===== src/rtl/nn_pkg.sv =====
// Shared types and default sizes for the fully-connected layer datapath.
package nn_pkg;

  typedef enum logic {
    SER_IDLE  = 1'b0,
    SER_SHIFT = 1'b1
  } ser_state_t;

  localparam int NN_DEFAULT         = 10;
  localparam int DATA_WIDTH_DEFAULT = 16;

endpackage


===== src/rtl/layer_out_serializer_vec_buf.sv =====
// ser_vec_buf: NN-word vector register with load enable and an indexed word tap.
module ser_vec_buf
  import nn_pkg::*;
#(
  parameter int NN    = NN_DEFAULT,
  parameter int DW    = DATA_WIDTH_DEFAULT,
  parameter int CNT_W = $clog2(NN)
) (
  input  logic                 clk,
  input  logic                 rst,
  input  logic                 i_load,
  input  logic [NN*DW-1:0]     i_vec,
  input  logic [CNT_W-1:0]     i_sel,
  output logic [DW-1:0]        o_word,
  output logic [NN*DW-1:0]     o_vec
);

  logic [NN*DW-1:0] r_vec;

  always_ff @(posedge clk or negedge rst) begin
    if (!rst) begin
      r_vec <= '0;
    end else if (i_load) begin
      r_vec <= i_vec;
    end
  end

  // Explicit compare-select so index codes >= NN read as zero instead of
  // falling off the end of the vector.
  always_comb begin
    o_word = '0;
    for (int k = 0; k < NN; k++) begin
      if (i_sel == CNT_W'(k)) begin
        o_word = r_vec[k*DW +: DW];
      end
    end
  end

  assign o_vec = r_vec;

endmodule


===== src/rtl/layer_out_serializer.sv =====
// Captures an upstream layer's parallel result vector and replays it one word per cycle.
// Build option LAYER_SER_SKID_EN adds a one-deep pending vector for mid-stream captures.
module layer_out_serializer
  import nn_pkg::*;
#(
  parameter int NN        = NN_DEFAULT,
  parameter int dataWidth = DATA_WIDTH_DEFAULT,
  parameter int CNT_W     = $clog2(NN)
) (
  input  logic                    clk,
  input  logic                    rst,
  input  logic [NN-1:0]           i_valid,
  input  logic [NN*dataWidth-1:0] i_data,
  output logic                    o_valid,
  output logic [dataWidth-1:0]    o_data,
  output logic                    o_last,
  output logic                    busy,
  output logic                    overflow,
  input  logic                    overflow_clr
);

  ser_state_t                r_state, w_state_nxt;
  logic [CNT_W-1:0]          r_idx, w_idx_nxt;
  logic                      r_ovf, w_ovf_nxt;
  logic [dataWidth-1:0]      r_data, w_data_nxt;
  logic                      w_strobe, w_at_last, w_shift_load, w_drop;
  logic [NN*dataWidth-1:0]   w_shift_vec;
  logic [dataWidth-1:0]      w_buf_word;
  logic [NN*dataWidth-1:0]   w_shift_vec_unused;
  logic                      w_valid_unused;

  // Upstream neurons finish in lockstep, so only bit 0 carries meaning.
  assign w_strobe       = i_valid[0];
  assign w_valid_unused = ^i_valid[NN-1:1];
  assign w_at_last      = (r_state == SER_SHIFT) && (r_idx == CNT_W'(NN - 1));

`ifdef LAYER_SER_SKID_EN
  logic                      r_pend, w_pend_nxt, w_pend_load, w_from_pend;
  logic [NN*dataWidth-1:0]   w_pend_vec;
  logic [dataWidth-1:0]      w_pend_word_unused;

  ser_vec_buf #(.NN(NN), .DW(dataWidth), .CNT_W(CNT_W)) u_pend_buf (
    .clk    (clk),
    .rst    (rst),
    .i_load (w_pend_load),
    .i_vec  (i_data),
    .i_sel  ('0),
    .o_word (w_pend_word_unused),
    .o_vec  (w_pend_vec)
  );

  assign w_shift_vec = w_from_pend ? w_pend_vec : i_data;

  always_ff @(posedge clk or negedge rst) begin
    if (!rst) begin
      r_pend <= 1'b0;
    end else begin
      r_pend <= w_pend_nxt;
    end
  end
`else
  assign w_shift_vec = i_data;
`endif

  // Tap addressed with the next index so o_data can be registered.
  ser_vec_buf #(.NN(NN), .DW(dataWidth), .CNT_W(CNT_W)) u_shift_buf (
    .clk    (clk),
    .rst    (rst),
    .i_load (w_shift_load),
    .i_vec  (w_shift_vec),
    .i_sel  (w_idx_nxt),
    .o_word (w_buf_word),
    .o_vec  (w_shift_vec_unused)
  );

  always_comb begin
    w_state_nxt  = r_state;
    w_idx_nxt    = r_idx;
    w_shift_load = 1'b0;
    w_drop       = 1'b0;
`ifdef LAYER_SER_SKID_EN
    w_from_pend  = 1'b0;
    w_pend_load  = 1'b0;
    w_pend_nxt   = r_pend;
`endif
    case (r_state)
      SER_IDLE: begin
        if (w_strobe) begin
          w_shift_load = 1'b1;
          w_idx_nxt    = '0;
          w_state_nxt  = SER_SHIFT;
        end
      end
      SER_SHIFT: begin
        if (w_at_last) begin
          w_idx_nxt = '0;
`ifdef LAYER_SER_SKID_EN
          if (r_pend) begin
            w_shift_load = 1'b1;
            w_from_pend  = 1'b1;
            w_pend_load  = w_strobe;
            w_pend_nxt   = w_strobe;
          end else
`endif
          if (w_strobe) begin
            w_shift_load = 1'b1;
          end else begin
            w_state_nxt = SER_IDLE;
          end
        end else begin
          w_idx_nxt = r_idx + CNT_W'(1);
          if (w_strobe) begin
`ifdef LAYER_SER_SKID_EN
            if (!r_pend) begin
              w_pend_load = 1'b1;
              w_pend_nxt  = 1'b1;
            end else begin
              w_drop = 1'b1;
            end
`else
            w_drop = 1'b1;
`endif
          end
        end
      end
      default: w_state_nxt = SER_IDLE;
    endcase
  end

  always_comb begin
    w_data_nxt = '0;
    if (w_shift_load) begin
      w_data_nxt = w_shift_vec[dataWidth-1:0];
    end else if (w_state_nxt == SER_SHIFT) begin
      w_data_nxt = w_buf_word;
    end
  end

  // A drop in the same cycle as a clear keeps the flag set.
  assign w_ovf_nxt = w_drop ? 1'b1 : (overflow_clr ? 1'b0 : r_ovf);

  always_ff @(posedge clk or negedge rst) begin
    if (!rst) begin
      r_state <= SER_IDLE;
      r_idx   <= '0;
      r_ovf   <= 1'b0;
      r_data  <= '0;
    end else begin
      r_state <= w_state_nxt;
      r_idx   <= w_idx_nxt;
      r_ovf   <= w_ovf_nxt;
      r_data  <= w_data_nxt;
    end
  end

  assign o_valid  = (r_state == SER_SHIFT);
  assign busy     = (r_state == SER_SHIFT);
  assign o_last   = w_at_last;
  assign o_data   = r_data;
  assign overflow = r_ovf;

endmodule


===== config.mk =====
export PLATFORM = sky130hd
export DESIGN_NAME = layer_out_serializer
export DESIGN_NICKNAME = d
export VERILOG_FILES = /design/src/rtl/nn_pkg.sv /design/src/rtl/layer_out_serializer_vec_buf.sv /design/src/rtl/layer_out_serializer.sv
export SDC_FILE = /design/constraint.sdc
export NUM_CORES = 1
export LEC_CHECK = 0
export BUFFER_PORTS_ARGS = -buffer_cell sky130_fd_sc_hd__buf_2
export CORE_MARGIN = 5
export CORE_UTILIZATION = 25
export CTS_CLUSTER_DIAMETER = 30
export DETAILED_ROUTE_END_ITERATION = 10
export GPL_TIMING_DRIVEN = 0
export PLACE_DENSITY = 0.55
export SLEW_MARGIN = 20
export SYNTH_ARGS = -nofsm -noshare
export SYNTH_HDL_FRONTEND = slang
export SYNTH_SLANG_ARGS = --single-unit

===== constraint.sdc =====
create_clock -name clk -period 2.6 [get_ports clk]
set_input_delay 0.26 -clock clk [delete_from_list [all_inputs] [get_ports clk]]
set_output_delay 0.26 -clock clk [all_outputs]
set_load 0.01 [all_outputs]

==> Word-level counts from Yosys, hierarchy flattened <==
Index checks and enable logic that the tools add are counted.
{ "totals": {"latchBits": 0, "mem_count": 0, "ff_bits": 182, "romBits": 0, "ramBits": 0, "output_inout_bits": 20} }
{ "op_classes": {"bitwise_logic": 1, "n_shift": 0, "mul": 0, "div": 0, "reduce_logical": 3, "eq_ne": 10, "mux": 24, "magnitude_cmp": 0, "addsub": 1} }
{ "ops": {"columns": ["cell", "count"], "rows": [
  ["$mux W16", 12],
  ["$eq A4 B3 Y1 const B", 4],
  ["$eq A4 B4 Y1 const B", 3],
  ["$eq A4 B2 Y1 const B", 2],
  ["$mux W4", 2],
  ["$pmux W4 S2", 1],
  ["$mux W1", 7],
  ["$add A4 B1 Y4 const B", 1],
  ["$eq A4 B1 Y1 const B", 1],
  ["$logic_not A4 Y1", 1],
  ["$pmux W1 S2", 2],
  ["$reduce_bool A2 Y1", 1],
  ["$logic_and A1 B1 Y1", 1],
  ["$not A1 Y1", 1]
]} }

==> Depth between registers and ports, before layout <==
Gate-level depths: netlist of the first run.
{ "depth": {"word_depth": 17, "mapped_depth": 12, "ltp_nobuf": 10} }

==> Modules after synthesis <==
Synthesis of the first run repeated with hierarchy kept, for this count alone.
{ "hier_totals": {"hier_cells": 679, "area_unflattened_um2": 8675.8} }
{ "modules_own_cells": {"columns": ["mod", "seq_area_each_um2", "instances", "cells_each", "area_per_inst_um2"], "rows": [
  ["ser_vec_buf", 4003.8, 1, 578, 7633.6],
  ["layer_out_serializer", 550.5, 1, 101, 1042.2]
]} }

==> Worst setup path after synthesis of the first run <==
No wires, ideal clock.
{ "synth_path": {"kind": "register -> register", "startpoint": "register r_idx[1]", "endpoint": "register r_data[11] (netlist: o_data[11])", "stages_incl_launch_ff": 12, "setup_slack_ns": 0.142, "synth_period_minus_slack_ns": 2.458, "arrival_time_ns": 2.328, "path_cell_list": "dfrtp_1 -> inv_1 -> ha_1 -> and2b_1 -> a21oi_1 -> inv_2 -> buf_2 -> clkbuf_1 -> o21ai_0 -> nand2_1 -> a222oi_1 -> o41ai_1"} }
{ "synth_via": {"elab_chain_len": 17} }
{ "synth_lines": {"columns": ["item", "line_no", "text"], "rows": [
  ["from (decl)", "layer_out_serializer.sv:23", "logic [CNT_W-1:0] r_idx, w_idx_nxt;"],
  ["from (signal assigned)", "layer_out_serializer.sv:150", "r_idx <= w_idx_nxt;"],
  ["branches (longest 3 deep; another with $add A4 B1 Y4)", null, null],
  ["$pmux W4 S2 *", "layer_out_serializer.sv:86", "case (r_state)"],
  ["named net u_shift_buf.i_sel[1]", "layer_out_serializer_vec_buf.sv:13", "input logic [CNT_W-1:0] i_sel,"],
  ["$logic_not A4 Y1", "layer_out_serializer_vec_buf.sv:33", "if (i_sel == CNT_W'(k)) begin"],
  ["$mux W16 (9 in a row)", "layer_out_serializer_vec_buf.sv:33", null],
  ["$mux W16 *", "layer_out_serializer_vec_buf.sv:33", null],
  ["$mux W16 *", "layer_out_serializer.sv:134", "end else if (w_state_nxt == SER_SHIFT) begin"],
  ["$mux W16 *", "layer_out_serializer.sv:132", "if (w_shift_load) begin"],
  ["named net w_data_nxt[11]", "layer_out_serializer.sv:25", "logic [dataWidth-1:0] r_data, w_data_nxt;"],
  ["to (signal assigned)", "layer_out_serializer.sv:152", "r_data <= w_data_nxt;"],
  ["to (decl)", "layer_out_serializer.sv:25", null]
]} }
Mark *: on every way through the listed nets, which the timed path passes.
A chain may end at the register's enable or synchronous reset.

==> Final worst setup path of the first run <==
{ "layout_path": {"startpoint": "register r_idx[0]", "endpoint": "register r_data[5] (netlist: o_data[5])"} }
{ "layout_via": {"elab_chain_len": 17} }
{ "layout_lines": {"columns": ["item", "line_no", "text"], "rows": [
  ["branches (longest 2 deep; another with $add A4 B1 Y4)", null, null],
  ["$mux W4 *", "layer_out_serializer.sv:95", "if (w_at_last) begin"],
  ["$pmux W4 S2 *", "layer_out_serializer.sv:86", null],
  ["named net u_shift_buf.i_sel[1]", "layer_out_serializer_vec_buf.sv:13", null],
  ["$logic_not A4 Y1", "layer_out_serializer_vec_buf.sv:33", null],
  ["$mux W16 (9 in a row)", "layer_out_serializer_vec_buf.sv:33", null],
  ["$mux W16 *", "layer_out_serializer_vec_buf.sv:33", null],
  ["$mux W16 *", "layer_out_serializer.sv:134", null],
  ["$mux W16 *", "layer_out_serializer.sv:132", null],
  ["named net w_data_nxt[5]", "layer_out_serializer.sv:25", null]
]} }
Marked as above.

==> results of run 1 <==
power by group:
group | internal [mW] | leakage, nW | switching (mW)
combinational | 3.45 | 3.33 | 4.87
clock | 1.47 | 0.289 | 1.23
sequential | 4.14 | 2.28 | 1.06
registers in the layout, summed over array words and instances (netlist names):
signal and count:
u_shift_buf.o_vec 160, overflow 1, o_data 16, r_idx 4
busy 1
placed cells by master (no fill, tap or decap), types with 5 or more instances in the layout:
cell type and n:
buf_1 5, o21ai_1 7, dfrtp_1 179, a211oi_1 5, a21oi_1 12, o21ai_0 31, clkbuf_1 13, a2bb2oi_1 8
a22oi_1 12, nand3_1 8, mux2i_1 7, o21a_1 6, clkbuf_16 18, nand2_2 10, nor4_1 5, o22ai_1 9
o211ai_1 7, buf_4 42, a221o_1 12, a222oi_1 9, o41ai_2 10, buf_2 187, clkbuf_2 22, nand2_1 540
nor2_1 6, buf_6 12
metal layers:
metal | part of all wire | wire (um)
met1 | 0.46 | 15500
met3 | 0.068 | 2310
met2 | 0.46 | 15600
met4 | 0.013 | 453
met5 | 0.00038 | 13
worst max path at each step:
stage          startpoint  cells past startpoint  slack, ns                endpoint
6_report         r_idx[0]                     10      -0.31               o_data[5]
5_1_grt          r_idx[0]                     10      -0.32               o_data[4]
4_1_cts          r_idx[0]                     10      -0.11              o_data[12]
3_5_place_dp     r_idx[1]                     11      -1.07              o_data[12]
3_3_place_gp          rst                      1      -1.77  u_shift_buf.o_vec[130]
2_1_floorplan    r_idx[1]                     11       0.14              o_data[11]
layout make-up:
cell class	count	area (um2)
tap	455	569
timing repair buffer	223	1270
multi-input combinational	782	4140
clock buffer	18	439
fill	3685	22900
sequential	182	4560
clock inverter	14	165
inverter	8	30.0
buffer	68	435
logic make-up (layout without fill, tap and decap cells):
group                    count (synthesis)  in the layout
AO/OA/AOI/OAI                          166            166
adder cells (fa/ha/maj)                  2              2
buffers and inverters                   77            331
flip-flops                             182            182
multiplexers                             8              8
AND/OR/NAND/NOR                        606            606
worst max-delay path, cell delays in order (launching register included):
cell,delay [ns]
dfrtp_2,0.47
ha_4,0.29
and2b_2,0.24
a21oi_4,0.19
inv_2,0.07
buf_6,0.13
clkbuf_16,0.16
o21ai_2,0.15
nand2_2,0.09
a222oi_1,0.84
o41ai_2,0.12
timing repair:
action                                  4_1_cts  5_1_grt
hold endpoints to repair                     88        0
endpoints found under the setup margin      168      150
cloned                                        1        0
hold buffers                                  4        0
resized for setup                           105       39
buffers inserted                             29        6
pin swaps                                    35       14
stage by stage:
| stage | setup TNS (ns) | power (mW) | utilization |
|---|---|---|---|
| floorplan | 0 | 9.04 | - |
| global placement | -402.84 | 11.6 | 0.295 |
| detailed placement | -91.14 | 11.7 | 0.296 |
| CTS | -1.13 | 15.8 | 0.333 |
| global route | -3.50 | 17.1 | 0.337 |
| finish | -2.67 | 16.2 | 0.337 |
==> impl_metrics.yaml, run 1 <==
global_routing:
  grt.busiest_layer: "met2"
  globalRoute.totalOverflow: 0
  use_met3: 0.0410
  gr-usage-met2: 0.276
  grt_pass1_vias: 8346
  grt_first_pass_wirelength_mm: 50.1
  grt_max_degree: 98
  antenna_found_initial: 1
  met1_usage: 0.239
  track_usage: 0.172
routing:
  viasPerCell: 4.78
  drc: 0
  num_vias: 8371
  route.detailed.wl_per_inst_um: 19.3
  dr.pass1.iters: 5
  ant_nets: 0
  drt_iter0_drc: 691
  routed_wl_mm: 33.9
logic_synthesis:
  seq_area_frac_synth: 0.524
  async_reset_ff_frac: 1.00
  synth_most_common_cell: "nand2_1"
  synth_top_family_by_area: "simple AND/OR/NAND/NOR gates"
  syn_inst: 1041
  yosysWarnings: 0
  avgSynthCellArea_um2: 8.36
  yosysTopAreaCellShare: 0.524
  yosys.area_share.adder: 0.00288
  synth_flop_cell: "dfrtp_1"
  syn_nets: 1216
  synth-compound-area-share: 0.142
  synthDistinctLibCells: 59
  synthXorXnorAreaFrac: 0
  ys_ff_latch: 182
  synthesis.area_um2: 8700
  yosys-top-cells-area: "dfrtp_1 (52%), nand2_1 (24%), o21ai_0 (2.4%)"
  synth-edff-count: 0
  synth_area_leader_cell: "dfrtp_1"
  synthSimpleGateAreaFrac: 0.282
  synthMuxAreaShare: 0.00921
  synthTopCellsByCount: "nand2_1 (548), dfrtp_1 (182), o21ai_0 (42)"
placed_design:
  dp_hpwl_mm: 26.3
  gp_congestion: 0.932
  placed_cells: 1679
  pre_cts_ws_ns: -1.07
  placed_cell_area_um2: 10200
  io_buffer_count: 182
status:
  violations: "negative setup slack"
  status: "complete, but fails checks"
clocking:
  clk_pin_slew_ns: 0.08
  htreeDepth: 4
  cts_buffers: 17
  clock_latency_ns: 0.44
  cts_sinks: 182
  clockBufferDepth: 2
  cts-root-buf: "clkbuf_16"
  cts_tree: "built"
worst_hold_path:
  hp-start: "i_data[144]"
  hold_end: "u_shift_buf.o_vec[144]"
  min_path_cells: 3
  hp-class: "input port to flip-flop"
setup_path:
  required_ns: 2.89
  ff2ff_path_depth: 10
  r2r_slack_ns: -0.31
  r2r_start: "r_idx[0]"
  cp_max_fo: 9
  critPathKind: "flip-flop to flip-flop"
  reg2reg_to: "o_data[5]"
  crit_arrival_ns: 3.20
  endpoint_kind: "flip-flop"
  worstSetupStartpointType: "flip-flop"
sta:
  tightest_slew_ns: 0.968
  fin_worst_skew_ns: 0.0125
  period_needed_ns: 2.91
  drv_slew: 0
  relSlewSlack: 0.354
  fmax_mhz: 344
  finalHoldViolCount: 0
  setup_viol: 15
  fin_crit_sh: 1.12
  rsz0062_at_grt: "yes"
  setup_ws_ns: -0.308
  whs_ns: 0.0101
finish:
  drive_gt1_frac: 0.288
  finalNonFillerCells: 1750
  insertedDiodeCount: 0
  fin_area_um2: 11600
  nNetsFinal: 1457
  syn_to_final_growth_pct: 33.4
power:
  ir_drop_v: 0.000774
  leakagePower_nw: 5.90
  power_density_nw_per_um2: 1400
die:
  core_area_um2: 34500
  dieWidth_um: 197
  dieHeight_um: 197
  ios: 193
  die_area_um2: 38600
  initial_utilization: 0.252
  rows: 68
flow_run:
  cap_violations: 0
Power figures use the tool's default switching activity.
==> run 2, diff against run 1 <==
--- a/config.mk
+++ b/config.mk
@@ -10,7 +10,6 @@
 export CORE_UTILIZATION = 25
 export CTS_CLUSTER_DIAMETER = 30
 export DETAILED_ROUTE_END_ITERATION = 10
-export GPL_TIMING_DRIVEN = 0
 export PLACE_DENSITY = 0.55
 export SLEW_MARGIN = 20
 export SYNTH_ARGS = -nofsm -noshare
==> run 2 against run 1 <==
Net effect:
- the flow now finishes without violations
- clock skew increased by 0.0059 ns
- combinational power rose by 7.2%
- final cell count grew 0.11%
- via count is 1.5% lower
- flip-flop and latch count unchanged
- power increased by 3.1%
- die area unchanged
- sequential share of layout area down 0.84 points
- fmax rose by 14%
- global-route usage decreased by 0.63 points
- register-to-register slack improved by 0.35 ns
- core utilization up 0.73 points
- critical endpoint is now o_data[4]
==> impl_metrics.yaml, run 2 (same netlist as run 1, synthesis figures left out) <==
clocking:
  htreeDepth: 4
  cts_buffers: 17
  cts_sinks: 182
  clock_latency_ns: 0.45
  cts_tree: "built"
  cts-root-buf: "clkbuf_16"
  clk_pin_slew_ns: 0.07
  clockBufferDepth: 2
sta:
  drv_slew: 0
  fin_crit_sh: 0.983
  tightest_slew_ns: 0.557
  finalHoldViolCount: 0
  setup_viol: 0
  rsz0062_at_grt: "yes"
  relSlewSlack: 0.629
  fin_worst_skew_ns: 0.0184
  whs_ns: 0.00988
  final.setup.tns_ns: 0
  fmax_mhz: 391
  period_needed_ns: 2.56
die:
  dieHeight_um: 197
  initial_utilization: 0.252
  dieWidth_um: 197
  ios: 193
  die_area_um2: 38600
  core_area_um2: 34500
  rows: 68
placed_design:
  gp_congestion: 0.859
  dp_hpwl_mm: 24.6
  placed_cells: 1694
  placed_cell_area_um2: 10600
  io_buffer_count: 183
setup_path:
  crit_chain: "ha_4 -> and2b_2 -> a21oi_4 -> buf_12 -> inv_4 -> nor2_1 -> o21ba_4 -> o21ai_0 -> a222oi_1 -> buf_4 -> o41ai_4"
  critPathMaxStageDelay_ns: 0.45
  worstSetupStartpointType: "flip-flop"
  required_ns: 2.90
  crit_arrival_ns: 2.86
  cpMaxStageDelayCell: "dfrtp_2"
  worst-path-buf-inv: 3
  cp_max_fo: 9
  crit_family: "compound AO/OA/AOI/OAI gates"
  critPathKind: "flip-flop to flip-flop"
  endpoint_kind: "flip-flop"
routing:
  ant_nets: 0
  dr.pass1.iters: 5
  drt_iter0_drc: 516
  routed_wl_mm: 32.7
  drc: 0
  num_vias: 8243
  route.detailed.wl_per_inst_um: 18.7
  viasPerCell: 4.70
power:
  ir_drop_v: 0.000773
  power_density_nw_per_um2: 1410
  leakagePower_nw: 6.03
status:
  status: "completed"
finish:
  fill_cells: 3659
  syn_to_final_growth_pct: 36.3
  fin_area_um2: 11900
  final_core_util: 0.344
  finalNonFillerCells: 1752
  layout_commonest_cell: "nand2_1"
  final_cell_mix: "nand2_1 (546), buf_2 (182), dfrtp_1 (180)"
  nNetsFinal: 1460
  insertedDiodeCount: 0
  largest_reg_flops: 160
  seq_area_um2: 4560
  drive_gt1_frac: 0.305
  multiInputGateArea_um2: 4190
global_routing:
  grt_max_degree: 69
  grt_pass1_vias: 8360
  antenna_found_initial: 0
  grt_first_pass_wirelength_mm: 49.1
  track_usage: 0.166
  globalRoute.totalOverflow: 0
flow_run:
  cap_violations: 0
worst_hold_path:
  hp-class: "input port to flip-flop"
## run 2: cell count changes in the layout (fill, tap and decap cells not counted), sizes merged
| cell | previous run | this run |
|---|---|---|
| clkbuf | 56 | 19 |
| buf | 249 | 285 |
| and3 | 3 | 5 |
| dlygate4sd3 | 4 | 6 |
| bufinv | 2 | 1 |
| clkinv | 3 | 4 |
| clkinvlp | 3 | 2 |
## run 2: worst paths after layout
path                                       startpoint                     end  slack (ns)  cells past startpoint
worst min-delay path                      i_data[120]  u_shift_buf.o_vec[120]        0.01                      3
worst max-delay path                         r_idx[0]               o_data[4]        0.04                     11
worst min register to register  u_shift_buf.o_vec[20]   u_shift_buf.o_vec[20]        0.48                      2
worst max register to register               r_idx[0]               o_data[4]        0.04                     11
min in group asynchronous                         rst   u_shift_buf.o_vec[47]        0.30                      2
max in group asynchronous                         rst   u_shift_buf.o_vec[39]        1.59                      3
## run 2: timing repair
item / CTS / global route
pin swaps: 9 / 31
hold buffers: 5 / 1
setup buffers: 12 / 9
cloned: 1 / 2
setup endpoints to repair: 16 / 16
gates resized for setup: 35 / 63
hold endpoints to repair: 39 / 1
## run 2: final cells by class
type	instances	area share
clock buffer	19	0.0374
inverter	8	0.00274
tap	455	0.0480
clock inverter	12	0.0101
multi-input combinational	784	0.353
timing repair buffer	291	0.164
timing repair inverter	1	0.000633
sequential	182	0.384
## run 2: power by group
group	internal, mW	switching (mW)	leakage (nW)
combinational	4.14	4.78	3.47
sequential	4.14	1.10	2.28
clock	1.36	1.20	0.277
total	9.65	7.08	6.03
## run 2: per-layer routing
metal  up-vias  global-route usage  wire (um)
met5         -                   0          0
met4         0              0.0354        474
met3        28              0.0390       1980
met2       278               0.260      14900
met1      3981               0.235      15300
li1       3956                   -          -
## run 2: metrics by stage
step | setup WS, ns | total power [mW]
after global routing | -0.0703 | 17.8
after detailed placement | -0.249 | 12.5
final | 0.0439 | 16.7
after global placement | -0.222 | 12.4
after floorplan | 0.142 | 9.04
after CTS | 0.000917 | 15.7
## run 2: worst reg2reg max path: cells and delay by family, from the launching register on
kind	cells	cell delay [ns]
AO/OA/AOI/OAI	5	0.89
flip-flops	1	0.45
buffers and inverters	3	0.42
AND/OR/NAND/NOR	2	0.37
adder cells (fa/ha/maj)	1	0.29
